===== src/rtl/fifo_rd_drainer_if.sv =====
// ----------------------------------------------------------------------------
// fifo_rd_drainer_if
//   Groups the FIFO read-side signals and the downstream valid/ready stream
//   used by fifo_rd_drainer.
//
//   FIFO side
//     rd_en              read strobe toward the async FIFO
//     fifo_empty         FIFO empty flag (rd_clk domain)
//     fifo_almost_empty  FIFO almost-empty flag (rd_clk domain)
//     data_out           FIFO read data, valid RD_LAT cycles after rd_en
//   Stream side
//     m_valid / m_data   output word and its qualifier
//     m_ready            downstream accept
//
//   master : the drainer (drives rd_en and the m_* stream)
//   slave  : the FIFO plus the downstream consumer
// ----------------------------------------------------------------------------
interface fifo_rd_drainer_if #(
    parameter int DW = 32
);
    logic          rd_en;
    logic          fifo_empty;
    logic          fifo_almost_empty;
    logic [DW-1:0] data_out;
    logic          m_valid;
    logic [DW-1:0] m_data;
    logic          m_ready;

    modport master (
        output rd_en,
        output m_valid,
        output m_data,
        input  fifo_empty,
        input  fifo_almost_empty,
        input  data_out,
        input  m_ready
    );

    modport slave (
        input  rd_en,
        input  m_valid,
        input  m_data,
        output fifo_empty,
        output fifo_almost_empty,
        output data_out,
        output m_ready
    );
endinterface


===== src/rtl/fifo_rd_drainer.sv =====
// ----------------------------------------------------------------------------
// fifo_rd_drainer
//   Read-side consumer of an async FIFO, entirely in the rd_clk domain.
//   Issues reads while credits remain, captures the read data RD_LAT cycles
//   later into a small output buffer, and re-presents each word on a
//   valid/ready stream. Credits = OBUF_DEPTH - (buffered + in-flight words),
//   so a captured word always has a slot and nothing is dropped under
//   backpressure.
//
// Parameters
//   DW          data width
//   RD_LAT      rd_clk cycles from rd_en to data_out valid (1..3)
//   OBUF_DEPTH  output buffer entries (power of 2, >= RD_LAT+1)
//
// Ports
//   rd_clk    in   read clock
//   reset     in   asynchronous active-low reset
//   enable    in   1 = drain the FIFO, 0 = stop issuing reads and flush
//   bus       --   fifo_rd_drainer_if.master (rd_en, fifo flags, data_out,
//                  m_valid, m_data, m_ready)
//   rd_count  out  words delivered on the stream since reset (wraps)
//   busy      out  high whenever the controller is not IDLE
// ----------------------------------------------------------------------------
module fifo_rd_drainer #(
    parameter int DW         = 32,
    parameter int RD_LAT     = 1,
    parameter int OBUF_DEPTH = 4
) (
    input  logic              rd_clk,
    input  logic              reset,
    input  logic              enable,
    fifo_rd_drainer_if.master bus,
    output logic [31:0]       rd_count,
    output logic              busy
);

    localparam int AW = (OBUF_DEPTH > 1) ? $clog2(OBUF_DEPTH) : 1;
    // One spare bit so occ + inflight + a new read never overflows.
    localparam int CW = $clog2(OBUF_DEPTH + 1) + 1;
    localparam logic [CW-1:0] DEPTH_C = CW'(OBUF_DEPTH);

    typedef enum logic [1:0] {
        IDLE  = 2'd0,
        READ  = 2'd1,
        HOLD  = 2'd2,
        FLUSH = 2'd3
    } state_t;

    state_t            state_reg;
    logic              busy_reg;
    logic [AW-1:0]     head_reg;
    logic [AW-1:0]     tail_reg;
    logic [CW-1:0]     occ_reg;
    logic [RD_LAT-1:0] pipe_reg;
    logic [31:0]       rd_count_reg;

    logic [CW-1:0]     inflight;
    logic [CW-1:0]     used_cnt;
    logic [CW-1:0]     used_next;
    logic              rd_en_int;
    logic              capture;
    logic              pop;
    logic              m_valid_int;
    logic [DW-1:0]     mem_rd [OBUF_DEPTH];

    // ------------------------------------------------------------------
    // Credit accounting
    // ------------------------------------------------------------------
    always_comb begin
        inflight = '0;
        for (int i = 0; i < RD_LAT; i++) begin
            inflight = inflight + CW'(pipe_reg[i]);
        end
    end

    assign used_cnt    = occ_reg + inflight;
    assign capture     = pipe_reg[RD_LAT-1];
    assign m_valid_int = (occ_reg != '0);
    assign pop         = m_valid_int & bus.m_ready;
    assign used_next   = used_cnt + CW'(rd_en_int) - CW'(pop);

    // Near empty, only one read may be outstanding so the FIFO flags always
    // reflect every read already issued.
    // reset is part of the term so the strobe is low for the whole reset
    // pulse, not only from the next clock edge.
    assign rd_en_int = reset
                     & (state_reg == READ)
                     & enable
                     & ~bus.fifo_empty
                     & (used_cnt < DEPTH_C)
                     & (~bus.fifo_almost_empty | (inflight == '0));

    assign bus.rd_en = rd_en_int;

    // ------------------------------------------------------------------
    // Read-latency shift pipe: bit i set means a read issued i+1 cycles ago
    // ------------------------------------------------------------------
    always_ff @(posedge rd_clk or negedge reset) begin
        if (!reset) begin
            pipe_reg <= '0;
        end else begin
            pipe_reg[0] <= rd_en_int;
            for (int i = 1; i < RD_LAT; i++) begin
                pipe_reg[i] <= pipe_reg[i-1];
            end
        end
    end

    // ------------------------------------------------------------------
    // Output buffer storage, one register word per entry
    // ------------------------------------------------------------------
    for (genvar gi = 0; gi < OBUF_DEPTH; gi++) begin : g_word
        logic [DW-1:0] word_reg;

        always_ff @(posedge rd_clk or negedge reset) begin
            if (!reset) begin
                word_reg <= '0;
            end else if (capture && (tail_reg == AW'(gi))) begin
                word_reg <= bus.data_out;
            end
        end

        assign mem_rd[gi] = word_reg;
    end

    // Pointers wrap naturally because OBUF_DEPTH is a power of two.
    always_ff @(posedge rd_clk or negedge reset) begin
        if (!reset) begin
            head_reg     <= '0;
            tail_reg     <= '0;
            occ_reg      <= '0;
            rd_count_reg <= '0;
        end else begin
            if (capture) begin
                tail_reg <= tail_reg + AW'(1);
            end
            if (pop) begin
                head_reg     <= head_reg + AW'(1);
                rd_count_reg <= rd_count_reg + 32'd1;
            end
            if (capture && !pop) begin
                occ_reg <= occ_reg + CW'(1);
            end else if (!capture && pop) begin
                occ_reg <= occ_reg - CW'(1);
            end
        end
    end

    // m_data reads as zero while the buffer is empty.
    assign bus.m_valid = m_valid_int;
    assign bus.m_data  = m_valid_int ? mem_rd[head_reg] : '0;
    assign rd_count    = rd_count_reg;

    // ------------------------------------------------------------------
    // Controller
    // ------------------------------------------------------------------
    always_ff @(posedge rd_clk or negedge reset) begin
        if (!reset) begin
            state_reg <= IDLE;
            busy_reg  <= 1'b0;
        end else begin
            unique case (state_reg)
                IDLE: begin
                    if (enable) begin
                        state_reg <= READ;
                        busy_reg  <= 1'b1;
                    end
                end
                READ: begin
                    if (!enable) begin
                        state_reg <= FLUSH;
                    end else if (used_next == DEPTH_C) begin
                        state_reg <= HOLD;
                    end
                end
                HOLD: begin
                    if (!enable) begin
                        state_reg <= FLUSH;
                    end else if (used_next < DEPTH_C) begin
                        state_reg <= READ;
                    end
                end
                FLUSH: begin
                    // Words already read are always delivered before IDLE.
                    if (enable) begin
                        state_reg <= READ;
                    end else if ((inflight == '0) && (occ_reg == '0)) begin
                        state_reg <= IDLE;
                        busy_reg  <= 1'b0;
                    end
                end
                default: begin
                    state_reg <= IDLE;
                    busy_reg  <= 1'b0;
                end
            endcase
        end
    end

    assign busy = busy_reg;

    // A capture into a full buffer would mean the credit rule is broken.
    a_no_overflow : assert property (@(posedge rd_clk) disable iff (!reset)
        !(capture && !pop && (occ_reg == DEPTH_C)));

endmodule

===== src/flat_wrapper.sv =====
// flat-port wrapper written by rule: the top's interface ports become plain ports
module fifo_rd_drainer_flat 
#(
    parameter int DW         = 32,
    parameter int RD_LAT     = 1,
    parameter int OBUF_DEPTH = 4
)
  (rd_clk, reset, enable, rd_count, busy, bus_rd_en, bus_m_valid, bus_m_data, bus_fifo_empty, bus_fifo_almost_empty, bus_data_out, bus_m_ready);
  fifo_rd_drainer_if #(.DW(DW)) bus_i ();
  input  logic rd_clk;
  input  logic reset;
  input  logic enable;
  output logic [31:0] rd_count;
  output logic busy;
  output wire logic [$bits(bus_i.rd_en)-1:0] bus_rd_en;
  output wire logic [$bits(bus_i.m_valid)-1:0] bus_m_valid;
  output wire logic [$bits(bus_i.m_data)-1:0] bus_m_data;
  input wire logic [$bits(bus_i.fifo_empty)-1:0] bus_fifo_empty;
  input wire logic [$bits(bus_i.fifo_almost_empty)-1:0] bus_fifo_almost_empty;
  input wire logic [$bits(bus_i.data_out)-1:0] bus_data_out;
  input wire logic [$bits(bus_i.m_ready)-1:0] bus_m_ready;
  assign bus_rd_en = bus_i.rd_en;
  assign bus_m_valid = bus_i.m_valid;
  assign bus_m_data = bus_i.m_data;
  assign bus_i.fifo_empty = bus_fifo_empty;
  assign bus_i.fifo_almost_empty = bus_fifo_almost_empty;
  assign bus_i.data_out = bus_data_out;
  assign bus_i.m_ready = bus_m_ready;
  fifo_rd_drainer #(.DW(DW), .RD_LAT(RD_LAT), .OBUF_DEPTH(OBUF_DEPTH)) u_core (.rd_clk(rd_clk), .reset(reset), .enable(enable), .bus(bus_i), .rd_count(rd_count), .busy(busy));
endmodule

===== config.mk =====
export PLATFORM = sky130hd
export DESIGN_NAME = fifo_rd_drainer_flat
export DESIGN_NICKNAME = d
export VERILOG_FILES = /design/src/rtl/fifo_rd_drainer_if.sv /design/src/rtl/fifo_rd_drainer.sv /design/src/flat_wrapper.sv
export SDC_FILE = /design/constraint.sdc
export NUM_CORES = 1
export LEC_CHECK = 0
export ABC_AREA = 1
export CORE_MARGIN = 4
export CORE_UTILIZATION = 45
export DETAILED_ROUTE_END_ITERATION = 8
export PLACE_DENSITY = 0.77
export SYNTH_ARGS = -nofsm -noshare
export SYNTH_HDL_FRONTEND = slang
export SYNTH_SLANG_ARGS = --single-unit
export TNS_END_PERCENT = 1

===== constraint.sdc =====
create_clock -name rd_clk -period 4.7 [get_ports rd_clk]
set_input_delay 1.41 -clock rd_clk [delete_from_list [all_inputs] [get_ports rd_clk]]
set_output_delay 1.41 -clock rd_clk [all_outputs]
set_load 0.005 [all_outputs]

==> results.txt <==
The flow ran to the end, and the final reports show no timing, DRC or antenna violations. The area of the core region is 0.0186 mm2. The total DRC errors in the routed layout is 0. The count of clock tree sinks is 172. The part of the total power dissipated in combinational logic is 38.4%. The number of levels in the clock H-tree is 4. The launch point of the worst hold path is u_core.g_word[1].word_reg[28]$_DFFE_PN0P_. The final worst-path cycle share is 91.5%. The cell depth of the worst hold path is 2. The arrival time of the worst setup path is 2.89 ns.

The relative slew slack came out at between 20% and 30%. Synthesis produced 1081 cells. In this run, post-CTS hold repair placed 0 buffers. The relative contribution of sequential cells to total power is 36.3%. The residual overflow from global routing came out at 0. The leakage power is 4.88 nW. The I/O pin total came out at ~110. The number of failing hold endpoints at the final stage came out at 0.

The clock-pin slew reported for the worst setup and hold paths after clock tree synthesis came out at 0.06 ns. The post-route antenna net violation count came out at 0. The number of global-route vias before repair was 7209.

The endpoint of the worst hold-timing path is u_core.g_word[1].word_reg[28]$_DFFE_PN0P_. In this run the critical register-to-register path is captured at u_core.state_reg[1]$_DFFE_PN0P_. Global routing consumed, over all layers together, between 20% and 30% of the routing resources. In this design, the largest share of critical-path delay is due to buffers and inverters. Synthesis produced a netlist with a net count of 1136.

The total wire length after detailed routing came out at roughly 21000 um. STA classifies the critical path startpoint as an input pin. The minimum clock period is about 4.3 ns. The synthesized area divided by synthesized cell count is 7.88 um2.

Of the cells placed in the final design, the portion with a size suffix greater than 1 is 5.96%. The flip-flop and latch area is 0.00431 mm2. The highest-delay cell along the critical path is clkdlybuf4s50_1. The cell internal power dissipation is 3.89 mW. The final non-filler cell total is 1409. The net switching power is 2.15 mW. The quantity of I/O buffers inserted on ports came out at 104.

The critical path is of the in2out type. The logic depth of the worst setup path including buffers is 6. The worst setup path is captured at an output port. Setup repair after global routing left no endpoint under its margin. The library cells used most frequently in the layout, excluding fill and tap cells, are 266 x nand2_1, 199 x o21ai_0, 171 x dfrtp_1, 168 x nor2_1, 103 x clkdlybuf4s50_1. The placed instance area is slightly below 0.01 mm2. Buffers inserted during clock tree synthesis total 17. The peak ir drop on the vdd network is 0.299 mV.

The accumulated negative setup slack is 0 ns. The first detailed-routing pass ran for 5 iterations. The routed via count came out at 7425. The insertion delay to the later sink of the worst-skew pair is 0.43 ns.

Data on the critical path is required at its endpoint by 3.29 ns. Power comes to about 6 mW. Along the worst path, the maximum fanout reaches 7. Gates resized during post-CTS repair numbered 0. The post-route worst setup slack is 0.398 ns. The type of the worst min-delay path is reg2reg. The maximum cell stage delay along the critical path is ~0.57 ns. The switching part of the total power is between 30% and 40%. The layout net count is 1217.

The CTS tree is built. Detailed placement finished with a half-perimeter wire length of 13400 um. The flip-flop count of the largest register after layout came out at between 100 and 150. The total non-filler cell area in the finished layout came out at 0.0104 mm2. The number of core rows came out at 50. Entering global routing, the biggest net connects between 70 and 80 pins. The number of flip-flops and latches in the synthesized netlist came out at 172.

The final cell utilization of the core is a little under three fifths. Setup violations remaining at the end of the flow were counted as 0. The instance count after placement with tap cells included is around 1400. The routed wirelength normalized by instance count came out at 15.2 um.

The longest clock path from root to sink contains 2 buffers. The number of max-slew violations in the final report came out at 0. The worst slack at placement is 0.378 ns. Using the TritonRoute via totals, the vias-per-cell ratio works out to 5.27. The die width came out at between 100 and 150 um. The count of cells along the worst register-to-register path is 18.

The synthesized area came out at ~0.0085 mm2. 0 antenna diodes ended up in the layout. At the pin with the least slew margin, the transition time is 1.16 ns. Clock skew on the completed layout was measured at slightly above 0.008 ns. The detailed router's first-iteration violation count is 516. The total power density per cell area came out at 582 mW/mm2. The critical path goes through clkdlybuf4s50_1 > nand2_1 > nor3_1 > nand3_1 > inv_1 > clkdlybuf4s50_1.

The tree is rooted in a clkbuf_16. The first global-routing pass estimated 35900 um of wire. The max capacitance violation total came out at 0.

In this run, the clock network consumes 25.3% of the power. The combined buffer and inverter count along the critical path is 3. The die covers between 0.02 and 0.025 mm2. The Yosys step of the flow raised 0 warnings. The global placement routability congestion is 0.901. The worst setup slack for register-to-register paths is 1.06 ns.

In this run the critical register-to-register path is launched from u_core.capture$_DFF_PN0_. The starting utilization of the core area came out at 45.7%. From bottom edge to top edge, the die measures approximately 150 um. The share of the Yosys chip area taken by registers is approximately half. The area growth from synthesis to layout is 21.8%. The distinct cell type count after synthesis is 35. The fmax is 232 MHz. The multi-input gate area in the final layout is 0.00372 mm2. The cell that appears most often on the critical path is clkdlybuf4s50_1. The number of setup buffers added after CTS is 0. Fill cells in the final layout number 1730. The final-layout worst hold slack is 0.479 ns. The library cell used most frequently in the layout, excluding fill and tap cells, is nand2_1. The number of antenna violations at the first check in global routing is 0.
[cells in the mapped netlist, drive strengths merged]
| master | count | area, um2 |
|---|---|---|
| or2 | 1 | 6.26 |
| xnor2 | 12 | 105 |
| buf | 15 | 73.8 |
| clkinv | 2 | 7.51 |
| nor3b | 1 | 7.51 |
| xor2 | 12 | 105 |
| fa | 2 | 40.0 |
| nor4 | 1 | 6.26 |
| nor2 | 175 | 679 |
| and2 | 1 | 6.26 |
| ha | 15 | 188 |
| mux2 | 1 | 11.3 |
| clkbuf | 37 | 139 |
| nand3 | 23 | 138 |
| and3 | 1 | 6.26 |
| a21oi | 37 | 185 |
| inv | 74 | 278 |
| nor3 | 11 | 82.6 |
| nand2 | 273 | 1030 |
| nand4 | 6 | 37.5 |
| dfrtp | 172 | 4300 |
| nand3b | 8 | 72.6 |
| o21ai | 201 | 1010 |
[metal layers]
| layer | vias to the layer above | routed length, um | global-route usage [%] |
|---|---|---|---|
| met2 | 239 | 10100 | 34.2 |
| met1 | 3514 | 9520 | 27.0 |
| li1 | 3635 | - | - |
| met5 | - | 0 | 0 |
| met3 | 37 | 1310 | 4.55 |
| met4 | 0 | 388 | 6.60 |
[power by group through the flow]
| stage | Sequential (mW) | Clock (mW) | Combinational (mW) |
|---|---|---|---|
| finish | 2.19 | 1.52 | 2.32 |
| global route | 2.25 | 1.61 | 2.63 |
| CTS | 2.19 | 1.55 | 2.33 |
| detailed placement | 2.21 | 0 | 2.32 |
| global placement | 2.19 | 0 | 2.26 |
| floorplan | 2.14 | 0 | 1.36 |
[kinds of logic (layout without fill, tap and decap cells)]
kind of cell    Yosys count  count (layout)  synth area share [%]
xor+xnor                 24              24                  2.47
mux                       1               1                 0.132
flops                   172             172                  50.5
compound gates          238             238                  14.0
buf+inv                 128             222                  5.85
simple gates            501             501                  24.4
fa+ha+maj                17              17                  2.67
[tightest hold or removal path, cell delays in order (launching register included)]
cell and delay (ns):
dfrtp_1 0.34, nand2_1 0.05, o21ai_0 0.05
[area by class of cell]
type | instances | area share (%)
Sequential cell | 172 | 41.5
Clock buffer | 17 | 4.10
Timing Repair Buffer | 114 | 10.9
Tap cell | 234 | 2.82
Inverter | 76 | 2.75
Multi-Input combinational cell | 781 | 35.9
Clock inverter | 15 | 1.99
[how the worst max path moves through the flow]
stage | start | end | slack [ns]
2_1_floorplan | bus_m_ready | u_core.state_reg[1]$_DFFE_PN0P_ | 1.16
3_3_place_gp | enable | bus_rd_en | 0.41
3_5_place_dp | enable | bus_rd_en | 0.38
4_1_cts | enable | bus_rd_en | 0.38
5_1_grt | enable | bus_rd_en | 0.27
6_report | enable | bus_rd_en | 0.40
No activity file was read; power rests on OpenSTA's default activity.
